--- src/rtl/ext_adc_ctrl.sv ---
// ext_adc_ctrl: dual SPI ADC scan sequencer with a DSP-bus read-back window.
//
// Both ADCs share SCLK/MOSI and are framed together by CS1n/CS2n. Each
// sequence scans channels 0..NUM_CH-1. Every frame is a SETUP half-period,
// 16 SCLK periods, a HOLD half-period and a QUIET gap. SCLK idles high and
// MISO is sampled on each rising SCLK edge.
//
// Ports:
//   CLK, RESET      system clock, asynchronous active-high reset
//   SOC             start-of-conversion level (rising edge starts a scan)
//   BUSY, DONE      scan in progress / one-cycle completion pulse
//   SCLK, MOSI      shared SPI clock and command line
//   MISO1, MISO2    per-ADC data inputs
//   CS1n, CS2n      per-ADC chip selects (active low)
//   Addr, CSn, OEn  DSP bus read side
//   RD_DATA         registered read data (0 when not selected)
//   RD_HIT          combinational window hit
module ext_adc_ctrl #(
  parameter int unsigned CLK_DIV      = 10,
  parameter int unsigned NUM_CH       = 8,
  parameter int unsigned QUIET_CYCLES = 4,
  parameter logic [13:0] BASE_ADDR    = 14'h0080
) (
  input  logic        CLK,
  input  logic        RESET,
  input  logic        SOC,
  output logic        BUSY,
  output logic        DONE,
  output logic        SCLK,
  output logic        MOSI,
  input  logic        MISO1,
  input  logic        MISO2,
  output logic        CS1n,
  output logic        CS2n,
  input  logic [13:0] Addr,
  input  logic        CSn,
  input  logic        OEn,
  output logic [15:0] RD_DATA,
  output logic        RD_HIT
);

  typedef enum logic [2:0] {StIdle, StSetup, StShift, StHold, StQuiet} state_e;

  localparam logic [15:0] DivLast   = 16'(CLK_DIV - 1);
  localparam logic [15:0] QuietLast = 16'(QUIET_CYCLES - 1);
  localparam logic [3:0]  LastCh    = 4'(NUM_CH - 1);

  function automatic logic [15:0] cmd_word(input logic [3:0] ch);
    return {4'b1000, ch, 8'h00};
  endfunction

  state_e      state_q, state_d;
  logic [15:0] cnt_q, cnt_d;
  logic [3:0]  bit_q, bit_d;
  logic [3:0]  ch_q, ch_d;
  logic        sclk_q, sclk_d;
  logic        mosi_q, mosi_d;
  logic        cs_n_q, cs_n_d;
  logic        busy_q, busy_d;
  logic        done_q, done_d;
  logic        soc_q, soc_d;
  logic        overrun_q, overrun_d;
  logic [7:0]  seq_cnt_q, seq_cnt_d;
  logic [15:0] sr1_q, sr1_d;
  logic [15:0] sr2_q, sr2_d;
  logic [15:0] res1_q [16];
  logic [15:0] res1_d [16];
  logic [15:0] res2_q [16];
  logic [15:0] res2_d [16];
  logic [15:0] rd_data_q, rd_data_d;

  logic        soc_rise;
  logic [15:0] cmd;
  logic [13:0] off;
  logic        in_win;
  logic        rd_sel;
  logic        status_sel;
  logic [3:0]  k;
  logic        k_valid;
  logic [15:0] rd_word;

  assign soc_rise = SOC & ~soc_q;
  assign cmd      = cmd_word(ch_q);

  // Read window decode: 64 words starting at BASE_ADDR.
  assign off        = Addr - BASE_ADDR;
  assign in_win     = (Addr >= BASE_ADDR) && (off < 14'd64);
  assign rd_sel     = !CSn && !OEn && in_win;
  assign status_sel = (off == 14'h0020);
  assign k          = off[3:0];
  assign k_valid    = ({1'b0, k} < 5'(NUM_CH));

  always_comb begin
    rd_word = '0;
    unique case (off[5:4])
      2'b00:   if (k_valid) rd_word = res1_q[k];
      2'b01:   if (k_valid) rd_word = res2_q[k];
      2'b10:   if (status_sel) rd_word = {overrun_q, busy_q, 6'b0, seq_cnt_q};
      default: rd_word = '0;
    endcase
  end

  always_comb begin
    state_d   = state_q;
    cnt_d     = cnt_q;
    bit_d     = bit_q;
    ch_d      = ch_q;
    sclk_d    = sclk_q;
    mosi_d    = mosi_q;
    cs_n_d    = cs_n_q;
    busy_d    = busy_q;
    done_d    = 1'b0;
    soc_d     = SOC;
    seq_cnt_d = seq_cnt_q;
    sr1_d     = sr1_q;
    sr2_d     = sr2_q;
    res1_d    = res1_q;
    res2_d    = res2_q;
    rd_data_d = rd_sel ? rd_word : 16'h0000;

    // A status read clears OVERRUN; a same-cycle overrun wins.
    overrun_d = overrun_q;
    if (rd_sel && status_sel) overrun_d = 1'b0;
    if (soc_rise && busy_q)   overrun_d = 1'b1;

    unique case (state_q)
      StIdle: begin
        if (soc_rise) begin
          state_d = StSetup;
          busy_d  = 1'b1;
          cs_n_d  = 1'b0;
          ch_d    = '0;
          cnt_d   = '0;
          sclk_d  = 1'b1;
          mosi_d  = cmd_word(4'd0) >> 15;
        end
      end
      StSetup: begin
        if (cnt_q == DivLast) begin
          state_d = StShift;
          cnt_d   = '0;
          bit_d   = '0;
          sclk_d  = 1'b0;
        end else begin
          cnt_d = cnt_q + 16'd1;
        end
      end
      StShift: begin
        if (cnt_q == DivLast) begin
          cnt_d = '0;
          if (!sclk_q) begin
            // Rising SCLK: capture both MISO lines, present next command bit.
            sclk_d = 1'b1;
            sr1_d  = {sr1_q[14:0], MISO1};
            sr2_d  = {sr2_q[14:0], MISO2};
            mosi_d = (bit_q == 4'd15) ? 1'b0 : cmd[4'd14 - bit_q];
          end else if (bit_q == 4'd15) begin
            state_d      = StHold;
            res1_d[ch_q] = sr1_q;
            res2_d[ch_q] = sr2_q;
          end else begin
            bit_d  = bit_q + 4'd1;
            sclk_d = 1'b0;
          end
        end else begin
          cnt_d = cnt_q + 16'd1;
        end
      end
      StHold: begin
        if (cnt_q == DivLast) begin
          state_d = StQuiet;
          cnt_d   = '0;
          cs_n_d  = 1'b1;
        end else begin
          cnt_d = cnt_q + 16'd1;
        end
      end
      StQuiet: begin
        if (cnt_q == QuietLast) begin
          cnt_d = '0;
          if (ch_q < LastCh) begin
            state_d = StSetup;
            ch_d    = ch_q + 4'd1;
            cs_n_d  = 1'b0;
            mosi_d  = cmd_word(ch_q + 4'd1) >> 15;
          end else begin
            state_d   = StIdle;
            done_d    = 1'b1;
            busy_d    = 1'b0;
            seq_cnt_d = seq_cnt_q + 8'd1;
          end
        end else begin
          cnt_d = cnt_q + 16'd1;
        end
      end
      default: state_d = StIdle;
    endcase
  end

  always_ff @(posedge CLK or posedge RESET) begin
    if (RESET) begin
      state_q   <= StIdle;
      cnt_q     <= '0;
      bit_q     <= '0;
      ch_q      <= '0;
      sclk_q    <= 1'b1;
      mosi_q    <= 1'b0;
      cs_n_q    <= 1'b1;
      busy_q    <= 1'b0;
      done_q    <= 1'b0;
      soc_q     <= 1'b0;
      overrun_q <= 1'b0;
      seq_cnt_q <= '0;
      sr1_q     <= '0;
      sr2_q     <= '0;
      res1_q    <= '{default: '0};
      res2_q    <= '{default: '0};
      rd_data_q <= '0;
    end else begin
      state_q   <= state_d;
      cnt_q     <= cnt_d;
      bit_q     <= bit_d;
      ch_q      <= ch_d;
      sclk_q    <= sclk_d;
      mosi_q    <= mosi_d;
      cs_n_q    <= cs_n_d;
      busy_q    <= busy_d;
      done_q    <= done_d;
      soc_q     <= soc_d;
      overrun_q <= overrun_d;
      seq_cnt_q <= seq_cnt_d;
      sr1_q     <= sr1_d;
      sr2_q     <= sr2_d;
      res1_q    <= res1_d;
      res2_q    <= res2_d;
      rd_data_q <= rd_data_d;
    end
  end

  assign BUSY    = busy_q;
  assign DONE    = done_q;
  assign SCLK    = sclk_q;
  assign MOSI    = mosi_q;
  assign CS1n    = cs_n_q;
  assign CS2n    = cs_n_q;
  assign RD_DATA = rd_data_q;
  assign RD_HIT  = rd_sel;

endmodule
--- config.mk ---
export PLATFORM = sky130hd
export DESIGN_NAME = ext_adc_ctrl
export DESIGN_NICKNAME = d
export VERILOG_FILES = /design/src/rtl/ext_adc_ctrl.sv
export SDC_FILE = /design/constraint.sdc
export NUM_CORES = 1
export LEC_CHECK = 0
export ABC_AREA = 1
export BUFFER_PORTS_ARGS = -buffer_cell sky130_fd_sc_hd__buf_2
export CORE_MARGIN = 4
export CORE_UTILIZATION = 59
export CTS_BUF_LIST = sky130_fd_sc_hd__clkbuf_8
export DETAILED_ROUTE_END_ITERATION = 8
export HOLD_SLACK_MARGIN = 0.03
export PLACE_DENSITY = 0.86
export SLEW_MARGIN = 20
export SYNTH_ARGS = -nofsm -noshare
export SYNTH_HDL_FRONTEND = slang
export SYNTH_SLANG_ARGS = --single-unit
--- constraint.sdc ---
create_clock -name CLK -period 9.3 [get_ports CLK]
set_clock_uncertainty 0.15 [all_clocks]
set_input_delay 0.465 -clock CLK [delete_from_list [all_inputs] [get_ports CLK]]
set_output_delay 0.465 -clock CLK [all_outputs]
set_load 0.02 [all_outputs]
==> summary.md <==
| Metric | Value |
|---|---|
| Status | `finished, final reports clean` |
| Clk sinks | `346` |
| Synthesized cell area | `approximately 0.017 sq mm` |
| Max Fclk | `340.5 MHz` |
| Cell variety after synth | `32` |
| Max VDD drop | `97.90 uV` |
| Vias per inst | `about 5.6` |
| Detailed Route WL | `roughly 39000 um` |
| Share of cells above drive strength 1 | `under 10%` |
| Crit end category | `register` |
| Clock-pin slew on the worst setup and hold paths | `60 ps` |
| Final min period | `a little under 3000 ps` |
| Slew at the pin closest to its max-slew limit | `approximately 1000 ps` |
| IO Count | `44` |
| Root Driver | `clkbuf_8` |
| DIE WIDTH | `between 150 and 200 um` |
| Post-DP HPWL | `21880 um` |
| Pleak | `~8.4 nW` |
| Worst Setup Path Type | `register to register` |
| Global-route wire length before repair | `66550 um` |
| Nets | `~2100` |
| IO Port Bufs | `43` |
| Postcts setup bufs | `0` |
| TritonCTS Buffers | `54` |
| Internal power | `0.002164 W` |
| ANT cells | `0` |
| Grt peak-use layer | `met2` |
| Max cap viols | `0` |
| Max Slew Vio Count | `0` |
| Switch Pwr | `roughly 0.00067 W` |
| CTS tree | `built` |
| Switching share of power | `between 20% and 30%` |
| Routed Antenna Nets | `0` |
| Worst endpoint required time | `approximately 9600 ps` |
| Row Count | `61` |
| Crit path max fanout | `64` |
| All-Layer GR Usage | `25.86%` |
| DRC violation count after routing | `0` |
| Arrival @ worst endpoint | `3230 ps` |
| Post-synth EDFFs | `0` |
| GR Overflow Total | `0` |
| Post-Layout Inst Area | `approximately 0.018 sq mm` |
| Worst setup margin | `approximately 6400 ps` |
| Worst setup SP type | `register` |
| Initial antenna violation count | `0` |
| Post-DP Area | `0.01671 sq mm` |
| Die footprint | `roughly 0.031 sq mm` |
| Area added between synthesis and finish | `6.308%` |
| Share of power burned in registers | `a little over half` |
| Worst-Skew Late Latency | `about 600 ps` |
| Met1 Resource Use GR | `between 30% and 40%` |
| GR met2 Demand/Resource | `around 44%` |
| Core region area | `0.02786 sq mm` |
| Hold Fails Final Rpt | `0` |
| H-tree lvl count | `2` |
| YS warnings | `0` |
| Die height | `about 180 um` |
| Worst slack, placed | `5889 ps` |
| Max transition margin | `between 30% and 40%` |
| Clock Path Buffers | `3` |
| Largest net degree at the start of global routing | `just under 90` |
| Synthesized flop and latch total | `between 300 and 400` |
| Fraction of registers with async set/reset | `100.0%` |
| Hold slack final | `around 170 ps` |
| Syn_nets | `2077` |
| Number of global-route vias before repair | `~14000` |
| Detailed Route Iter0 Violations | `around 1400` |
| Total power | `between 0.002 and 0.003 W` |
| Final setup fails | `0` |
| Grt met3 use | `between 4 and 5%` |
| Initial Util | `59.96%` |
| Top cell type's share of synthesized area | `51.54%` |
| Largest cells by area after synthesis | `dfrtp_1 52%, nand2_1 15%, o21ai_1 6.6%` |
| Routed via count | `13820` |
| Logic gate share of total power | `~4.5%` |
| Routed length per instance | `~16 um` |
| First-pass detailed-route iteration total | `5` |
| Pwr Density | `159.7 mW/mm^2` |
| Sequential fraction of the synthesis area | `51.85%` |
| Main synth FF type | `dfrtp_1` |
| Fin crit share | `31.58%` |
| Top cell type by total area after synthesis | `dfrtp_1` |
| GP Congestion | `0.8578` |
| RSZ-0062 raised after global routing | `false` |
| Hold Crit Class | `input port to register` |
| Synthesized instance count | `just over 2000` |
| Clock power share | `between 40% and 50%` |
| Setup TNS Final | `0 ps` |
| Reg-to-reg slack, setup | `~6400 ps` |
| Synthesized area per cell | `slightly above 8 sq um` |
==> routing by layer <==
metal  wire length [um]  up-vias
met2              19360      543
met1              16380     6576
met5                  0        -
met3               2816       87
met4                942        0
li1                   -     6613
==> power groups by stage <==
stage	sequential [W]	clock [W]	combinational, W
after floorplan	0.00153	0	0.0000876
after global placement	0.00153	0	0.000122
after detailed placement	0.00153	0	0.000124
after CTS	0.00151	0.00122	0.000126
after global routing	0.00151	0.00129	0.000142
final	0.00151	0.00120	0.000127
==> critical path: stages, from the launching register on <==
cell	delay, ps
dfrtp_1	440
ha_1	260
nand3_4	110
nor2_4	160
nand2_4	80
nor2_8	280
nand3_4	810
nand2_1	360
o21ai_2	80
==> cell usage after synthesis, types with 2 or more instances <==
cell	instances
clkinv_1	3
nand2_1	670
xor2_1	12
a21oi_1	11
o21ai_2	39
buf_1	8
inv_2	2
dfstp_2	2
ha_1	10
o21ai_0	104
nand4_1	12
dfrtp_1	344
or2_2	8
inv_1	137
nand2_4	2
nor2_1	173
xnor2_1	3
nor2_2	5
nand3_4	10
o21ai_1	221
buf_6	48
nor2_4	2
o211ai_1	17
nor3_1	5
nand3_1	142
clkbuf_1	43
buf_2	8
==> flip-flops by register name, summed over array words and instances (netlist names) <==
name / cells
res1_q: 128
res2_q: 128
RD_DATA: 16
cnt_q: 16
sr1_q: 16
sr2_q: 16
seq_cnt_q: 8
bit_q: 4
ch_q: 4
state_q: 3
BUSY: 1
CS1n: 1
DONE: 1
MOSI: 1
SCLK: 1
overrun_q: 1
soc_q: 1
==> final timing paths <==
path / startpoint / endpoint / cells past startpoint
worst max-delay path: bit_q[0] / res2_q[232] / 8
worst min-delay path: Addr[3] / RD_DATA[10] / 4
worst max register to register: bit_q[0] / res2_q[232] / 8
worst min register to register: MOSI / MOSI / 2
max in group asynchronous: RESET / res2_q[248] / 5
min in group asynchronous: RESET / cnt_q[7] / 3
==> cell type report <==
class,count,area [sq um]
Clock inverter,26,138.9
Multi-Input combinational cell,1450,6734
Fill cell,2227,10100
Clock buffer,62,853.3
Tap cell,378,473.0
Inverter,142,536.8
Timing Repair Buffer,59,359.1
Sequential cell,346,8661
==> repair_timing <==
action / CTS / global route
gates resized for setup: 0 / 0
hold buffers: 4 / 0
hold endpoints to repair: 41 / 0
==> stage by stage <==
| stage | std cells | util [%] |
|---|---|---|
| after global placement | 2371 | 59.99 |
| after floorplan | 2046 | - |
| after global routing | 2463 | 63.74 |
| after detailed placement | 2371 | 59.99 |
| final | 2463 | 63.74 |
| after CTS | 2463 | 63.70 |
==> layout by cell type, fill, tap and decap left out, drive strengths merged <==
cell,instances
dlygate4sd3,4
nor2,181
clkbuf,62
bufinv,1
o211ai,17
ha,10
xor2,12
nand3b,1
or2,8
dfrtp,344
o21bai,1
nand4,12
o21ai,364
xnor2,3
inv,160
nor3,6
dfstp,2
buf,55
clkinvlp,3
nand2,672
clkinv,4
a21oi,11
nand3,152
==> logic make-up (layout without fill, tap and decap cells) <==
logic type      Yosys count  in the layout  synth area share [%]
fa+ha+maj                10             10                0.7491
compound gates          393            393                 12.92
flops                   346            346                 51.85
simple gates           1032           1032                 25.83
xor+xnor                 15             15                0.7866
buf+inv                 250            289                 7.858
No activity file was read; power rests on OpenSTA's default activity.
